File: src/rtl/fpdiv_pkg.sv
// Shared types and constants for the sequential fpdiv wrapper.
// Holds the controller state enum, the operand-pair payload, the quiet-NaN
// value reported on a divider timeout, and the default parameter values.
package fpdiv_pkg;

  localparam int unsigned DEPTH_DEF       = 4;
  localparam int unsigned LAUNCH_CYC_DEF  = 2;
  localparam int unsigned TIMEOUT_CYC_DEF = 255;

  localparam logic [31:0] QNAN = 32'h7FC0_0000;

  typedef enum logic [1:0] {
    ST_IDLE   = 2'd0,
    ST_LAUNCH = 2'd1,
    ST_RUN    = 2'd2,
    ST_HOLD   = 2'd3
  } state_e;

  // Dividend in the upper word, divisor in the lower word.
  typedef struct packed {
    logic [31:0] a;
    logic [31:0] b;
  } op_pair_t;

  localparam int unsigned OP_W = $bits(op_pair_t);

endpackage

File: src/rtl/fpdiv_opfifo.sv
// Synchronous operand FIFO (DEPTH entries, power of two).
// Ports: clk, rst_n (sync active-low flush), push/wdata write side,
// pop/rdata read side (rdata shows the head entry), full/empty/count status
// derived from the registered occupancy count.
module fpdiv_opfifo
  import fpdiv_pkg::*;
#(
  parameter int unsigned DEPTH = DEPTH_DEF,
  parameter int unsigned WIDTH = OP_W,
  localparam int unsigned AW   = (DEPTH > 1) ? $clog2(DEPTH) : 1,
  localparam int unsigned CW   = $clog2(DEPTH + 1)
) (
  input  logic             clk,
  input  logic             rst_n,
  input  logic             push,
  input  logic [WIDTH-1:0] wdata,
  input  logic             pop,
  output logic [WIDTH-1:0] rdata,
  output logic             full,
  output logic             empty,
  output logic [CW-1:0]    count
);

  logic [WIDTH-1:0] mem_q [DEPTH];
  logic [WIDTH-1:0] mem_d [DEPTH];
  logic [AW-1:0]    wr_ptr_q, wr_ptr_d;
  logic [AW-1:0]    rd_ptr_q, rd_ptr_d;
  logic [CW-1:0]    count_q, count_d;
  logic             do_push, do_pop;

  assign full  = (count_q == CW'(DEPTH));
  assign empty = (count_q == '0);
  assign count = count_q;
  assign rdata = mem_q[rd_ptr_q];

  // Next-state for storage, pointers and occupancy.
  always_comb begin
    do_push  = push && !full;
    do_pop   = pop && !empty;
    mem_d    = mem_q;
    wr_ptr_d = wr_ptr_q;
    rd_ptr_d = rd_ptr_q;
    count_d  = count_q;
    if (do_push) begin
      mem_d[wr_ptr_q] = wdata;
      wr_ptr_d        = wr_ptr_q + AW'(1);
    end
    if (do_pop) begin
      rd_ptr_d = rd_ptr_q + AW'(1);
    end
    case ({do_push, do_pop})
      2'b10:   count_d = count_q + CW'(1);
      2'b01:   count_d = count_q - CW'(1);
      default: count_d = count_q;
    endcase
  end

  always_ff @(posedge clk) begin
    if (!rst_n) begin
      for (int i = 0; i < int'(DEPTH); i++) begin
        mem_q[i] <= '0;
      end
      wr_ptr_q <= '0;
      rd_ptr_q <= '0;
      count_q  <= '0;
    end else begin
      mem_q    <= mem_d;
      wr_ptr_q <= wr_ptr_d;
      rd_ptr_q <= rd_ptr_d;
      count_q  <= count_d;
    end
  end

endmodule

File: src/rtl/fpdiv_seq.sv
// Sequencer around an iterative fpdiv core.
// Queues operand pairs (IN_*), launches one division at a time by pulsing
// DIV_RST for LAUNCH_CYC cycles, waits for DIV_DONE (with a TIMEOUT_CYC
// abort that reports a quiet NaN), and holds the result on OUT_* until
// OUT_READY. OUT_TAG numbers results modulo 4 in arrival order.
// CLOCK: rising-edge clock. RESET: synchronous active-low reset.
module fpdiv_seq
  import fpdiv_pkg::*;
#(
  parameter int unsigned DEPTH       = DEPTH_DEF,
  parameter int unsigned LAUNCH_CYC  = LAUNCH_CYC_DEF,
  parameter int unsigned TIMEOUT_CYC = TIMEOUT_CYC_DEF
) (
  input  logic        CLOCK,
  input  logic        RESET,
  input  logic        IN_VALID,
  output logic        IN_READY,
  input  logic [31:0] IN_A,
  input  logic [31:0] IN_B,
  output logic [31:0] DIV_A,
  output logic [31:0] DIV_B,
  output logic        DIV_RST,
  input  logic        DIV_DONE,
  input  logic [31:0] DIV_RESULT,
  input  logic [1:0]  DIV_EXC,
  output logic        OUT_VALID,
  input  logic        OUT_READY,
  output logic [31:0] OUT_RESULT,
  output logic [1:0]  OUT_EXC,
  output logic        OUT_TIMEOUT,
  output logic [1:0]  OUT_TAG
);

  localparam int unsigned CW    = $clog2(DEPTH + 1);
  localparam int unsigned CNT_MAX = (TIMEOUT_CYC > LAUNCH_CYC) ? TIMEOUT_CYC : LAUNCH_CYC;
  localparam int unsigned TW    = $clog2(CNT_MAX + 1);

  state_e      state_q, state_d;
  logic [TW-1:0] cnt_q, cnt_d;
  logic [31:0] div_a_q, div_a_d;
  logic [31:0] div_b_q, div_b_d;
  logic        div_rst_q, div_rst_d;
  logic        out_valid_q, out_valid_d;
  logic [31:0] out_result_q, out_result_d;
  logic [1:0]  out_exc_q, out_exc_d;
  logic        out_timeout_q, out_timeout_d;
  logic [1:0]  out_tag_q, out_tag_d;
  logic        live_q;

  op_pair_t      fifo_wdata, fifo_rdata;
  logic          fifo_push_c, fifo_pop_c;
  logic          fifo_full, fifo_empty;
  logic [CW-1:0] fifo_count;

  // Ready follows the registered occupancy only, so a same-cycle pop never
  // frees a slot early; live_q keeps it low while reset is applied.
  assign IN_READY    = live_q && (fifo_count != CW'(DEPTH));
  assign fifo_push_c = IN_VALID && IN_READY && !fifo_full;
  assign fifo_wdata  = {IN_A, IN_B};

  fpdiv_opfifo #(
    .DEPTH (DEPTH),
    .WIDTH (OP_W)
  ) u_opfifo (
    .clk   (CLOCK),
    .rst_n (RESET),
    .push  (fifo_push_c),
    .wdata (fifo_wdata),
    .pop   (fifo_pop_c),
    .rdata (fifo_rdata),
    .full  (fifo_full),
    .empty (fifo_empty),
    .count (fifo_count)
  );

  // Controller next-state and registered-output logic.
  always_comb begin
    state_d       = state_q;
    cnt_d         = cnt_q;
    div_a_d       = div_a_q;
    div_b_d       = div_b_q;
    out_result_d  = out_result_q;
    out_exc_d     = out_exc_q;
    out_timeout_d = out_timeout_q;
    out_tag_d     = out_tag_q;
    fifo_pop_c    = 1'b0;

    case (state_q)
      ST_IDLE: begin
        if (!fifo_empty) begin
          fifo_pop_c = 1'b1;
          div_a_d    = fifo_rdata.a;
          div_b_d    = fifo_rdata.b;
          cnt_d      = '0;
          state_d    = ST_LAUNCH;
        end
      end
      ST_LAUNCH: begin
        if (cnt_q == TW'(LAUNCH_CYC - 1)) begin
          cnt_d   = '0;
          state_d = ST_RUN;
        end else begin
          cnt_d = cnt_q + TW'(1);
        end
      end
      ST_RUN: begin
        cnt_d = cnt_q + TW'(1);
        // DONE may still be high from the previous operation in the first
        // RUN cycle, so it only counts once cnt_q has moved off zero.
        if (DIV_DONE && (cnt_q != '0)) begin
          out_result_d  = DIV_RESULT;
          out_exc_d     = DIV_EXC;
          out_timeout_d = 1'b0;
          state_d       = ST_HOLD;
        end else if (cnt_q == TW'(TIMEOUT_CYC - 1)) begin
          out_result_d  = QNAN;
          out_exc_d     = 2'b00;
          out_timeout_d = 1'b1;
          state_d       = ST_HOLD;
        end
      end
      ST_HOLD: begin
        if (OUT_READY) begin
          out_tag_d = out_tag_q + 2'd1;
          state_d   = ST_IDLE;
        end
      end
      default: state_d = ST_IDLE;
    endcase

    div_rst_d   = (state_d != ST_RUN);
    out_valid_d = (state_d == ST_HOLD);
  end

  always_ff @(posedge CLOCK) begin
    if (!RESET) begin
      state_q       <= ST_IDLE;
      cnt_q         <= '0;
      div_a_q       <= '0;
      div_b_q       <= '0;
      div_rst_q     <= 1'b1;
      out_valid_q   <= 1'b0;
      out_result_q  <= '0;
      out_exc_q     <= '0;
      out_timeout_q <= 1'b0;
      out_tag_q     <= '0;
      live_q        <= 1'b0;
    end else begin
      state_q       <= state_d;
      cnt_q         <= cnt_d;
      div_a_q       <= div_a_d;
      div_b_q       <= div_b_d;
      div_rst_q     <= div_rst_d;
      out_valid_q   <= out_valid_d;
      out_result_q  <= out_result_d;
      out_exc_q     <= out_exc_d;
      out_timeout_q <= out_timeout_d;
      out_tag_q     <= out_tag_d;
      live_q        <= 1'b1;
    end
  end

  assign DIV_A       = div_a_q;
  assign DIV_B       = div_b_q;
  assign DIV_RST     = div_rst_q;
  assign OUT_VALID   = out_valid_q;
  assign OUT_RESULT  = out_result_q;
  assign OUT_EXC     = out_exc_q;
  assign OUT_TIMEOUT = out_timeout_q;
  assign OUT_TAG     = out_tag_q;

endmodule

File: config.mk
export PLATFORM = sky130hd
export DESIGN_NAME = fpdiv_seq
export DESIGN_NICKNAME = d
export VERILOG_FILES = /design/src/rtl/fpdiv_pkg.sv /design/src/rtl/fpdiv_opfifo.sv /design/src/rtl/fpdiv_seq.sv
export SDC_FILE = /design/constraint.sdc
export NUM_CORES = 1
export LEC_CHECK = 0
export BUFFER_PORTS_ARGS = -buffer_cell sky130_fd_sc_hd__buf_2
export CORE_MARGIN = 8
export CORE_UTILIZATION = 50
export DETAILED_ROUTE_END_ITERATION = 10
export PLACE_DENSITY = 0.7
export SLEW_MARGIN = 25
export SYNTH_ARGS = -nofsm -noshare
export SYNTH_HDL_FRONTEND = slang
export SYNTH_SLANG_ARGS = --single-unit
File: constraint.sdc
create_clock -name CLOCK -period 3.7 [get_ports CLOCK]
set_clock_uncertainty 0.2 [all_clocks]
set_input_delay 0.555 -clock CLOCK [delete_from_list [all_inputs] [get_ports CLOCK]]
set_output_delay 0.555 -clock CLOCK [all_outputs]
set_load 0.03 [all_outputs]
## After elaboration in Yosys (flattened, before gate mapping)

Cells that the tools add are included.

- $lt $le $gt $ge: 3
- Add/subtract/negate cells: 6
- Muxes and demuxes: 25
- Reductions and logical operators: 19
- Equal/unequal tests: 12
- Bitwise logic cells: 3

Operator list:

| cell | count |
|---|---|
| $bwmux W256 | 1 |
| $mux W64 | 3 |
| $bmux W64 S2 | 1 |
| $demux W64 S2 | 1 |
| $mux W32 | 2 |
| $pmux W8 S3 | 1 |
| $mux W8 | 2 |
| $mux W2 | 7 |
| $add A8 B1 Y8 const B | 1 |
| $eq A2 B2 Y1 const B | 4 |
| $eq A8 B1 Y1 const B | 1 |
| $eq A8 B8 Y1 const B | 1 |
| $pmux W2 S4 | 1 |
| $reduce_and A2 Y1 | 4 |
| $reduce_bool A8 Y1 | 1 |
| $logic_and A1 B1 Y1 | 7 |
| $add A2 B1 Y2 const B | 3 |
| $ge A3 B3 Y1 const B | 2 |
| $not A2 Y3 | 2 |
| $pmux W3 S2 | 1 |
| $mux W1 | 5 |
| $eq A2 B1 Y1 const B | 2 |
| $ne A2 B2 Y1 const B | 2 |
| $reduce_bool A2 Y1 | 2 |
| 10 further kinds | 11 |

- Register bits after elaboration: 377
- Word-level logic and storage cells: 86
- Input port bits: 103
- Output and inout bits: 104

## Depth between registers and ports, before layout

- Depth after elaboration: 7
- Mapped depth: 10
- Depth with buffers taken out: 9

## Modules after synthesis

From an unflattened synthesis, not the netlist that was laid out.

- Cells, all modules: 1534
- Area total of the unflattened synthesis: 16106.7 um^2

By module, submodules not included:

| module | instances | cells an instance | area each (um^2) | seq. area each (um^2) |
|---|---|---|---|---|
| fpdiv_opfifo | 1 | 1025 | 11443.5 | 5265.0 |
| fpdiv_seq | 1 | 509 | 4663.2 | 2282.2 |

## Worst setup path before layout

Ideal clock, no wire load.

- Path kind: reg2reg
- From: reg u_opfifo.count_q[0], in the netlist u_opfifo.count[0]
- To: reg u_opfifo.count_q[2], in the netlist u_opfifo.count[2]
- Data required time: 3.424 ns
- Arrival: 2.227 ns
- Period minus slack after synthesis: 2.502 ns
- Library setup time: 0.076 ns
- Path slack: 1.198 ns
- Cell stages (with the launch flop): 10
- Buffers on the path: 1
- Cell sequence: dfxtp_1 or3_1 nand2_1 inv_2 clkbuf_1 ha_1 fa_1 xnor2_1 or3_1 a21boi_0

- Elaborated cells between the ends (all ways): 18
- Those cells by class: add/sub: 2; eq/ne: 4; mux: 3; reduce/logical: 9

RTL lines:

| item | line | RTL |
|---|---|---|
| start: declaration | fpdiv_opfifo.sv:28 | `logic [CW-1:0] count_q, count_d;` |
| start signal: assignment | fpdiv_opfifo.sv:70 | `count_q <= count_d;` |
| $logic_not A3 Y1 * | fpdiv_opfifo.sv:32 | `assign empty = (count_q == '0);` |
| $mux W1 * | fpdiv_seq.sv:90 | `if (!fifo_empty) begin` |
| $mux W1 * | fpdiv_seq.sv:88 | `case (state_q)` |
| named net fifo_pop_c | fpdiv_seq.sv:51 | `logic fifo_push_c, fifo_pop_c;` |
| $logic_and A1 B1 Y1 * | fpdiv_opfifo.sv:39 | `do_pop = pop && !empty;` |
| $eq A2 B1 Y1 / $eq A2 B2 Y1 (equally long branches) | fpdiv_opfifo.sv:51 | `case ({do_push, do_pop})` |
| $pmux W3 S2 / $reduce_bool A2 Y1 (equally long branches) | n/a |  |

Mark *: on every way through the listed nets, which the timed path passes. The rest lies on a longest branch.
A chain may end at the register's enable or synchronous reset.

## Worst setup path after layout

- From: reg u_opfifo.count_q[0], in the netlist u_opfifo.count[0]
- To: reg u_opfifo.count_q[2], in the netlist u_opfifo.count[2]

- Cells in the longest elaborated chain, start to end: 7
- Elaborated cells between the ends (all ways): 18
- Those cells by class: add/sub: 2; eq/ne: 4; mux: 3; reduce/logical: 9

RTL lines:

| item | line | RTL |
|---|---|---|
| $ne A3 B3 Y1 | fpdiv_seq.sv:57 | `assign IN_READY = live_q && (fifo_count != CW'(DEPTH));` |
| $logic_and A1 B1 Y1 | fpdiv_seq.sv:57 |  |
| $logic_and A1 B1 Y1 (2 in series) | fpdiv_seq.sv:58 | `assign fifo_push_c = IN_VALID && IN_READY && !fifo_full;` |
| $logic_and A1 B1 Y1 | fpdiv_opfifo.sv:38 | `do_push = push && !full;` |
| $eq A2 B1 Y1 / $eq A2 B2 Y1 (equally long branches) | fpdiv_opfifo.sv:51 |  |
| $pmux W3 S2 / $reduce_bool A2 Y1 (equally long branches) | n/a |  |

Several ways; a longest one is shown, not always the timed one.

==> reports/metrics.cfg <==
[logic_synthesis]
synth_cell_types=48
syn_inst=1752
synth_enable_flop_cells=0
yosysTopAreaCell=dfxtp_1
synth_top_flop_cell=dfxtp_1
syn_nets=1871
ys_seq_area_share_pct=46.1
ys_warn_count=0
synth_top_area_share_pct=46.1
yosys_register_bits=377
async_flop_share_pct=0
synthesis.area_um2=16400
ys_top_cells_by_area=dfxtp_1 46%, nand2_1 16%, a21boi_1 15%, mux4_2 8.8%, buf_6 2.2%
syn_area_per_cell_um2=9.35

[worst_setup_path]
critPathLaunchType=flop
crit_arrival_ns=3.00
endpoint_kind=flop
cp_slowest_cell=or3b_1
crit_family=simple AND/OR/NAND/NOR gates
critical_path_class=reg -> reg
reg2reg_depth=7
path_cells=or3b_1 > nand3_1 > ha_1 > fa_1 > xnor2_1 > or3_1 > a21boi_0
cp_num_cells=7
slowest_delay_ns=0.50
critPathBufInv=0
crit_path_max_fanout=10
cp.required_ns=3.93

[drt]
drtAntennaViolNets=0
drtIter0Drc=689
post_drt_wl_per_cell_um=17.5
viasPerCell=5.37
drt-pass1-iter-count=5
remaining_drc_errors=0
vias=12687
drt_wl_total_um=41500

[clocking]
ctsHoldBuffers=0
cts_max_path_buffers=3
clock_latency_ns=0.52
clock_sinks=377
cts_root_buf=clkbuf_16
path_clk_slew_ns=0.06
numCtsBuffers=41
cts_setup_buffers=0
post_cts_resized=0
htreeDepth=2
cts_tree=built

[min_path]
min_path_cells=3
min_path_type=in -> reg

[timing]
period_minus_slack_ns=2.77
tns_ns=0
fmax_ghz=0.361
rsz0062_at_grt=no
slew_headroom_pct=37.0
hold_viol=0
worst_pin_slew_ns=0.944
setup_viol=0
finalCritPeriodShare_pct=74.8
drv_slew=0

[global_routing]
grt.overflow.total=0
busiest_layer=met2
met2_usage_pct=35.9
grt_use_total_pct=20.9
first_global_vias=12645
grt_start_max_net_pins=120
grt_pass1_wl_um=66700
gr-usage-met1_pct=26.1
antenna_found_initial=8
use_met3_pct=4.37

[floorplanning]
die_x_um=197
num_io_pins=207
dieArea_um2=38800
core_area_um2=32400
die_y_um=197
std_cell_rows=66
start_util_pct=50.6

[cells_and_area]
finalNetCount=2006
postLayoutCoreUtil_pct=57.2
drive_above_1_share_pct=20.1
layout-area-overhead-vs-synth_pct=13.1

[job]
maxCapViolCount=0

[placed_design]
place_congestion=0.807
port_buffers=206
dpl.hpwl_um=25000

[power]
irDropWorstVdd_uv=565
power_leakage_uw=0.00679
power.density_nw_per_um2=556

[status]
status=finished, final reports clean

-- flip-flops by register name, summed over array words and instances, names as in the netlist --
signal,count
OUT_TIMEOUT,1
OUT_VALID,1
OUT_TAG,2
u_opfifo.wr_ptr_q,2
OUT_RESULT,32
DIV_RST,1
OUT_EXC,2
DIV_B,32
live_q,1
u_opfifo.mem_q,256
u_opfifo.count,3
state_q,2
DIV_A,32
cnt_q,8
u_opfifo.rd_ptr_q,2
-- path summary, 6_finish.rpt --
kind	startpoint	end	slack, ns
worst max register to register	u_opfifo.count[0]$_SDFFE_PN0P_	u_opfifo.count[2]$_SDFFE_PN0P_	0.93
worst min register to register	DIV_B[8]$_SDFFE_PN0P_	DIV_B[8]$_SDFFE_PN0P_	0.25
worst min-delay path	DIV_RESULT[11]	OUT_RESULT[11]$_SDFFE_PN0P_	0.07
worst max-delay path	u_opfifo.count[0]$_SDFFE_PN0P_	u_opfifo.count[2]$_SDFFE_PN0P_	0.93
-- worst register-to-register path, delay by kind of cell (launching register included) --
family,cells,cell delay (ns)
AO/OA/AOI/OAI,1,0.18
XOR/XNOR,1,0.15
AND/OR/NAND/NOR,3,1.05
flip-flops,1,0.43
adder cells (fa/ha/maj),2,0.67
-- Yosys cell counts, types with 12 or more instances --
master    count
a21boi_1    325
nand2_1     680
buf_6        32
dfxtp_1     377
buf_4        12
clkbuf_1     53
a21boi_0     26
ha_1         15
mux4_2       64
nand3_1      33
buf_8        24
buf_2        12
-- metrics by stage --
| step | total power [uW] | area [um2] | setup slack, ns | hold slack (ns) | std cells |
|---|---|---|---|---|---|
| 2_1_floorplan | 5820 | 16400 | 1.20 | 0.232 | 1752 |
| 3_3_place_gp | 6270 | 17100 | 1.03 | 0.235 | 2285 |
| 3_5_place_dp | 6320 | 17100 | 0.965 | 0.242 | 2286 |
| 4_1_cts | 10400 | 18500 | 0.931 | 0.0363 | 2360 |
| 5_1_grt | 10700 | 18500 | 0.695 | 0.0579 | 2364 |
| 6_report | 10300 | 18500 | 0.932 | 0.0652 | 2364 |
-- logic make-up (layout without fill, tap and decap cells) --
group	after synthesis	count (layout)	share of synthesized area (%)
AO/OA/AOI/OAI	386	386	17.7
XOR/XNOR	7	7	0.374
adder cells (fa/ha/maj)	16	16	1.27
buffers and inverters	145	311	6.81
flip-flops	377	377	46.1
multiplexers	66	66	8.92
other	0	4	0
AND/OR/NAND/NOR	755	755	18.8
-- placed cells by master (no fill, tap or decap), drive strengths merged, types with 7 or more instances in the layout --
master / n
a21oi: 10
xnor2: 7
inv: 11
nand3: 33
a21boi: 351
nand4: 7
o221a: 9
clkbuf: 62
buf: 226
mux4: 64
clkinv: 8
dfxtp: 377
and2: 8
ha: 15
nand2: 681
-- where the power goes --
part | total, uW | switching (uW) | internal, uW | leakage (uW)
clock network | 4090 | 1630 | 2470 | 0.000676
logic | 1790 | 1160 | 631 | 0.00307
registers | 4410 | 181 | 4230 | 0.00305
total | 10300 | 2970 | 7330 | 0.00679
-- final cells by class --
type,instances,area (um2)
clock inverters,13,128
flip-flops and latches,377,7550
clock buffers,61,1240
diodes,4,10.0
well taps,442,553
repair buffers,227,1280
multi-input cells,1230,7720
fillers,2932,13800
inverters,10,37.5
-- layer usage --
metal,vias to the layer above,wire (um),part of all wire [%]
met5,-,47,0.11
met1,6127,18200,44
met3,72,2570,6.2
li1,6166,-,-
met2,314,19900,48
met4,8,803,1.9
No activity file was read; power rests on OpenSTA's default activity.
